## src/rtl/char_text_buffer_pkg.sv

```systemverilog
// char_text_buffer_pkg: shared constants, FSM state type and cursor/glyph helpers.
package char_text_buffer_pkg;
  localparam int TEXT_COLS = 16;
  localparam int TEXT_ROWS = 16;
  localparam int GLYPH_H = 16;
  localparam logic [7:0] CHAR_NEWLINE = 8'h0A;
  localparam logic [7:0] CHAR_CLEAR = 8'h0C;
  typedef enum logic {IDLE, CLEAR} state_t;
  // Arithmetic glyph set: code 0x20 is blank, every other code gets a distinct stripe pattern.
  function automatic logic [7:0] glyph(input logic [6:0] c, input logic [3:0] l);
    return (c == 7'h20) ? 8'h00 : ({c, 1'b0} ^ {l, l});
  endfunction
  function automatic logic [3:0] next_row(input logic [3:0] r);
    return (r == 4'(TEXT_ROWS - 1)) ? 4'h0 : r + 4'h1;
  endfunction
  function automatic logic [7:0] next_cell(input logic [7:0] xy);
    return (xy[7:4] == 4'(TEXT_COLS - 1)) ? {4'h0, next_row(xy[3:0])} : {xy[7:4] + 4'h1, xy[3:0]};
  endfunction
  function automatic logic [7:0] newline(input logic [7:0] xy);
    return {4'h0, next_row(xy[3:0])};
  endfunction
endpackage

```

## src/rtl/char_text_buffer_if.sv

```systemverilog
// char_text_buffer_if: write byte stream plus glyph read path of the text buffer.
interface char_text_buffer_if;
  logic [7:0] char_xy;
  logic [3:0] char_line;
  logic [7:0] char_pixel;
  logic wr_valid;
  logic wr_ready;
  logic [7:0] wr_data;
  logic [7:0] cursor_xy;
  modport master (
    output char_xy, char_line, wr_valid, wr_data,
    input  char_pixel, wr_ready, cursor_xy
  );
  modport slave (
    input  char_xy, char_line, wr_valid, wr_data,
    output char_pixel, wr_ready, cursor_xy
  );
endinterface

```

## src/rtl/char_text_buffer_font_rom.sv

```systemverilog
// font_rom: 128 x 16 x 8 glyph ROM, registered output with optional inverse video.
module font_rom
  import char_text_buffer_pkg::*;
(
  input  logic clk,
  input  logic rst_n,
  input  logic [6:0] code,
  input  logic inv,
  input  logic [$clog2(GLYPH_H)-1:0] line,
  output logic [7:0] pixel
);
  always_ff @(posedge clk or negedge rst_n)
    if (!rst_n) pixel <= 8'h00;
    else pixel <= glyph(code, line) ^ {8{inv}};
endmodule

```

## src/rtl/char_text_buffer.sv

```systemverilog
// char_text_buffer: 16x16 character RAM with cursor-driven writer, clear engine and 2-stage glyph read path.
module char_text_buffer
  import char_text_buffer_pkg::*;
#(
  parameter logic [7:0] CLEAR_CODE = 8'h20
) (
  input logic clk,
  input logic rst_n,
  char_text_buffer_if.slave bus
);
  logic [7:0] ram [256];
  state_t state;
  logic [7:0] clr_addr, cursor, code, waddr, wdata, pixel;
  logic [3:0] line_q;
  logic ready, accept, is_nl, is_clr, we;
  assign accept = bus.wr_valid && ready;
  assign is_nl = bus.wr_data == CHAR_NEWLINE;
  assign is_clr = bus.wr_data == CHAR_CLEAR;
  assign bus.wr_ready = ready;
  assign bus.cursor_xy = cursor;
  assign bus.char_pixel = pixel;
  always_comb begin
    we = rst_n && (state == CLEAR || (accept && !is_nl && !is_clr));
    waddr = (state == CLEAR) ? clr_addr : cursor;
    wdata = (state == CLEAR) ? CLEAR_CODE : bus.wr_data;
  end
  always_ff @(posedge clk)
    if (we) ram[waddr] <= wdata;
  // Read before write on a shared address: the code register sees the old byte.
  always_ff @(posedge clk or negedge rst_n)
    if (!rst_n) begin
      code <= 8'h00;
      line_q <= 4'h0;
    end else begin
      code <= ram[bus.char_xy];
      line_q <= bus.char_line;
    end
  font_rom u_font (
    .clk(clk),
    .rst_n(rst_n),
    .code(code[6:0]),
    .inv(code[7]),
    .line(line_q),
    .pixel(pixel)
  );
  always_ff @(posedge clk or negedge rst_n)
    if (!rst_n) begin
      state <= CLEAR;
      clr_addr <= 8'h00;
      cursor <= 8'h00;
      ready <= 1'b0;
    end else if (state == CLEAR) begin
      clr_addr <= clr_addr + 8'd1;
      if (clr_addr == 8'hFF) begin
        state <= IDLE;
        ready <= 1'b1;
        cursor <= 8'h00;
      end
    end else if (accept) begin
      if (is_clr) begin
        state <= CLEAR;
        ready <= 1'b0;
        clr_addr <= 8'h00;
      end else cursor <= is_nl ? newline(cursor) : next_cell(cursor);
    end
endmodule

```

## src/flat_wrapper.sv

```systemverilog
// flat-port wrapper written by rule: the top's interface ports become plain ports
module char_text_buffer_flat import char_text_buffer_pkg::*;
#(
  parameter logic [7:0] CLEAR_CODE = 8'h20
)
  (clk, rst_n, bus_char_xy, bus_char_line, bus_wr_valid, bus_wr_data, bus_char_pixel, bus_wr_ready, bus_cursor_xy);
  char_text_buffer_if bus_i ();
  input logic clk;
  input logic rst_n;
  input wire logic [$bits(bus_i.char_xy)-1:0] bus_char_xy;
  input wire logic [$bits(bus_i.char_line)-1:0] bus_char_line;
  input wire logic [$bits(bus_i.wr_valid)-1:0] bus_wr_valid;
  input wire logic [$bits(bus_i.wr_data)-1:0] bus_wr_data;
  output wire logic [$bits(bus_i.char_pixel)-1:0] bus_char_pixel;
  output wire logic [$bits(bus_i.wr_ready)-1:0] bus_wr_ready;
  output wire logic [$bits(bus_i.cursor_xy)-1:0] bus_cursor_xy;
  assign bus_i.char_xy = bus_char_xy;
  assign bus_i.char_line = bus_char_line;
  assign bus_i.wr_valid = bus_wr_valid;
  assign bus_i.wr_data = bus_wr_data;
  assign bus_char_pixel = bus_i.char_pixel;
  assign bus_wr_ready = bus_i.wr_ready;
  assign bus_cursor_xy = bus_i.cursor_xy;
  char_text_buffer #(.CLEAR_CODE(CLEAR_CODE)) u_core (.clk(clk), .rst_n(rst_n), .bus(bus_i));
endmodule
```

## config.mk

```make
export PLATFORM = sky130hd
export DESIGN_NAME = char_text_buffer_flat
export DESIGN_NICKNAME = d
export VERILOG_FILES = /design/src/rtl/char_text_buffer_pkg.sv /design/src/rtl/char_text_buffer_if.sv /design/src/rtl/char_text_buffer_font_rom.sv /design/src/rtl/char_text_buffer.sv /design/src/flat_wrapper.sv
export SDC_FILE = /design/constraint.sdc
export NUM_CORES = 2
export LEC_CHECK = 0
export BUFFER_PORTS_ARGS = -buffer_cell sky130_fd_sc_hd__buf_2
export CAP_MARGIN = 5
export CORE_MARGIN = 1.5
export CORE_UTILIZATION = 35
export DETAILED_ROUTE_END_ITERATION = 16
export SKIP_CTS_REPAIR_TIMING = 1
export SLEW_MARGIN = 25
export SYNTH_ARGS = -nofsm -noshare
export SYNTH_HDL_FRONTEND = slang
export SYNTH_SLANG_ARGS = --single-unit
```

## constraint.sdc

```tcl
create_clock -name clk -period 8.9 [get_ports clk]
set_input_delay 1.78 -clock clk [delete_from_list [all_inputs] [get_ports clk]]
set_output_delay 1.78 -clock clk [all_outputs]
set_load 0.01 [all_outputs]
```

==> results.py <==
metrics = {
    "yosys": {
        "async_flop_share_pct": 1.82,
        "synth_top_area_share_pct": 75.3,
        "synth_edf_count": 2048,
        "yosys_warnings": 0,
        "netlist_area_um2": 81600,
        "ys_types": 65,
        "synthTopCellsByArea": "edfxtp_1, mux4_2, mux2i_1, nor2_1, dfrtp_1",
        "ys_ff_latch": 2086,
        "synth_top_area_cell": "edfxtp_1",
        "synthCells": 3921,
        "syn_avg_cell_area_um2": 20.8,
        "synth-main-ff-cell": "edfxtp_1",
        "yosysSeqAreaShare_pct": 76.5,
        "synthesis.nets": 3947,
    },
    "global_routing": {
        "grt_usage_pct": 17.4,
        "grt_pass1_vias": 40321,
        "grt-ovfl-total": 0,
        "antenna_found_initial": 8,
        "grt_max_degree": 225,
        "grt_first_pass_wirelength_um": 298000,
    },
    "die": {
        "chipWidth_um": 486,
        "dieArea_um2": 236000,
        "initial_utilization_pct": 35.1,
        "fp-row-count": 177,
        "die_h_um": 486,
        "ios": 40,
        "core_um2": 232000,
    },
    "worst_setup_path": {
        "crit_path_max_fanout": 59,
        "required_ps": 9600,
        "path_class": "input port to flip-flop",
        "end_kind": "flip-flop",
        "arrival_ps": 5660,
        "critPathLaunchType": "input port",
        "r2r-end": "u_core.ram[122][1]",
        "reg2reg_from": "u_core.state",
        "r2r_setup_slack_ps": 4700,
        "r2r_cells": 5,
    },
    "cts": {
        "clk_latency_ps": 860,
        "clkTransAtPathRegs_ps": 60,
        "cts.sinks": 2086,
        "htreeDepth": 4,
        "cts_tree": "built",
        "cts_max_path_buffers": 3,
        "cts_root_buf": "clkbuf_16",
        "cts_made_buffers": 200,
    },
    "sta": {
        "max_clock_freq_ghz": 0.202,
        "post-route-period-util_pct": 55.8,
        "fin_skew_ps": 43.7,
        "setup_viol": 0,
        "rsz0062_at_grt": "no",
        "worstMarginPinSlew_ps": 1190,
        "setup_tns_ps": 0,
        "final.min_clock_period_ps": 4960,
        "slew_headroom_pct": 20.4,
        "final_max_slew_viol_count": 0,
        "hold_viol": 0,
    },
    "route": {
        "drt_pass1_iterations": 5,
        "wire_per_inst_um": 28.7,
        "drt_iter0_drc": 4505,
        "viasPerCell": 5.54,
        "ant_nets": 0,
        "vias": 39957,
        "routed_wl_um": 207000,
        "drc": 0,
    },
    "place": {
        "port_buffers": 39,
        "place_area_um2": 85100,
        "place.gp.congestion": 0.839,
        "dp_hpwl_um": 124000,
    },
    "hold_path": {
        "hold_end": "u_core.bus.wr_ready",
        "hold_class": "flip-flop to flip-flop",
        "min_from": "u_core.bus.wr_ready",
        "hold_depth": 1,
    },
    "finish": {
        "final_common_cell": "edfxtp_1",
        "multi_input_area_um2": 17700,
        "n_fill_cell": 20439,
        "area_delta_synth_final_pct": 12.3,
        "diodes": 0,
        "regArea_um2": 62500,
        "drive_above_1_share_pct": 23.1,
        "fin_area_um2": 91700,
        "layout_common_cells": "edfxtp_1, mux4_2, nor2_1",
        "nNetsFinal": 4030,
    },
    "run": {
        "maxCapViolCount": 0,
    },
    "run_status": {
        "status": "finished, final reports clean",
    },
    "power": {
        "ir_worst_vdd_v": 0.000162,
        "finalPower_mw": 19.9,
        "leakage_nw": 28.1,
        "p_per_area_nw_per_um2": 217,
    },
}
power breakdown:
part,internal (mW),switching [mW]
clock,4.75,3.74
combinational,0.321,0.465
sequential,10.6,0.0205
total,15.7,4.23
worst max-delay path, stage by stage:
cell      delay (ps)
buf_8            540
buf_12           460
buf_4            500
mux4_2           560
a22o_1           240
a221oi_1         240
o22ai_1          270
nor3_1           790
nor4_2           120
sequential cells by signal, summed over array words and instances, names as in the netlist:
register	count
u_core.bus.cursor_xy	8
u_core.bus.wr_ready	1
u_core.clr_addr	8
u_core.code	8
u_core.line_q	4
u_core.ram	2048
u_core.state	1
u_core.u_font.pixel	8
layout make-up:
class                   count  area share [%]
clock inverters           133            1.49
well taps                3043            4.15
multi-input cells        1579            19.3
flip-flops and latches   2086            68.1
repair buffers            124            1.22
clock buffers             234            5.62
inverters                  13          0.0532
kinds of logic after synthesis:
| family | synth area share, % |
|---|---|
| buffers and inverters | 1.95 |
| xor gates and xnor gates | 0.236 |
| adders and majority gates | 0.0460 |
| DFF | 76.5 |
| muxes | 15.1 |
| and+or+nand+nor | 2.98 |
| AOI/OAI and AO/OA | 3.22 |
per-stage QoR:
stage	worst slack, ps	util (%)	hold slack [ps]	instances
4_1_cts	4000	39.4	569	7210
2_1_floorplan	2590	-	548	3921
3_3_place_gp	2900	36.6	539	6840
6_report	3940	39.5	572	7212
5_1_grt	3830	39.5	615	7212
3_5_place_dp	3060	36.6	548	6843
how the worst max path moves through the flow:
| stage | startpoint | slack (ps) | cells past startpoint | to |
|---|---|---|---|---|
| after floorplan | bus_wr_data[0] | 2590 | 1 | u_core.ram[0][0] |
| after global placement | bus_char_xy[2] | 2900 | 9 | u_core.code[6] |
| final | bus_char_xy[0] | 3940 | 9 | u_core.code[7] |
| after global routing | bus_char_xy[0] | 3830 | 9 | u_core.code[4] |
| after CTS | bus_char_xy[0] | 4000 | 9 | u_core.code[7] |
| after detailed placement | bus_char_xy[0] | 3060 | 9 | u_core.code[7] |
synthesized netlist by cell type (4+ instances only):
library cell	n
and2_1	6
mux4_2	474
buf_2	66
o31ai_1	4
buf_1	13
o221ai_1	38
buf_4	18
xnor2_1	13
a31oi_1	16
a2111oi_0	4
nand2b_1	30
a221oi_1	27
dfrtp_1	37
o22ai_1	45
buf_8	8
a22oi_1	39
or3b_2	4
nor3_1	31
a2bb2oi_1	6
nor2b_1	24
edfxtp_1	2048
nand2_1	88
clkbuf_1	101
o31a_1	7
a21oi_1	46
nand3_1	9
or2_2	5
xor2_1	9
mux2i_1	134
nor4_1	11
a22o_1	24
a211oi_1	36
nor2_1	319
buf_12	13
buf_6	24
o21ai_0	47
mux2_2	26
o32ai_1	11
inv_1	13
layer usage:
layer | share of wire (%) | global-route usage [%] | routed length (um) | up-vias
li1 | - | - | - | 16461
met1 | 42 | 24.3 | 86700 | 21545
met2 | 47 | 27.2 | 98000 | 1648
met3 | 8.2 | 4.05 | 17000 | 299
met4 | 2.6 | 5.04 | 5450 | 4
met5 | 0.012 | 0 | 25 | -
Power figures use the tool's default switching activity.
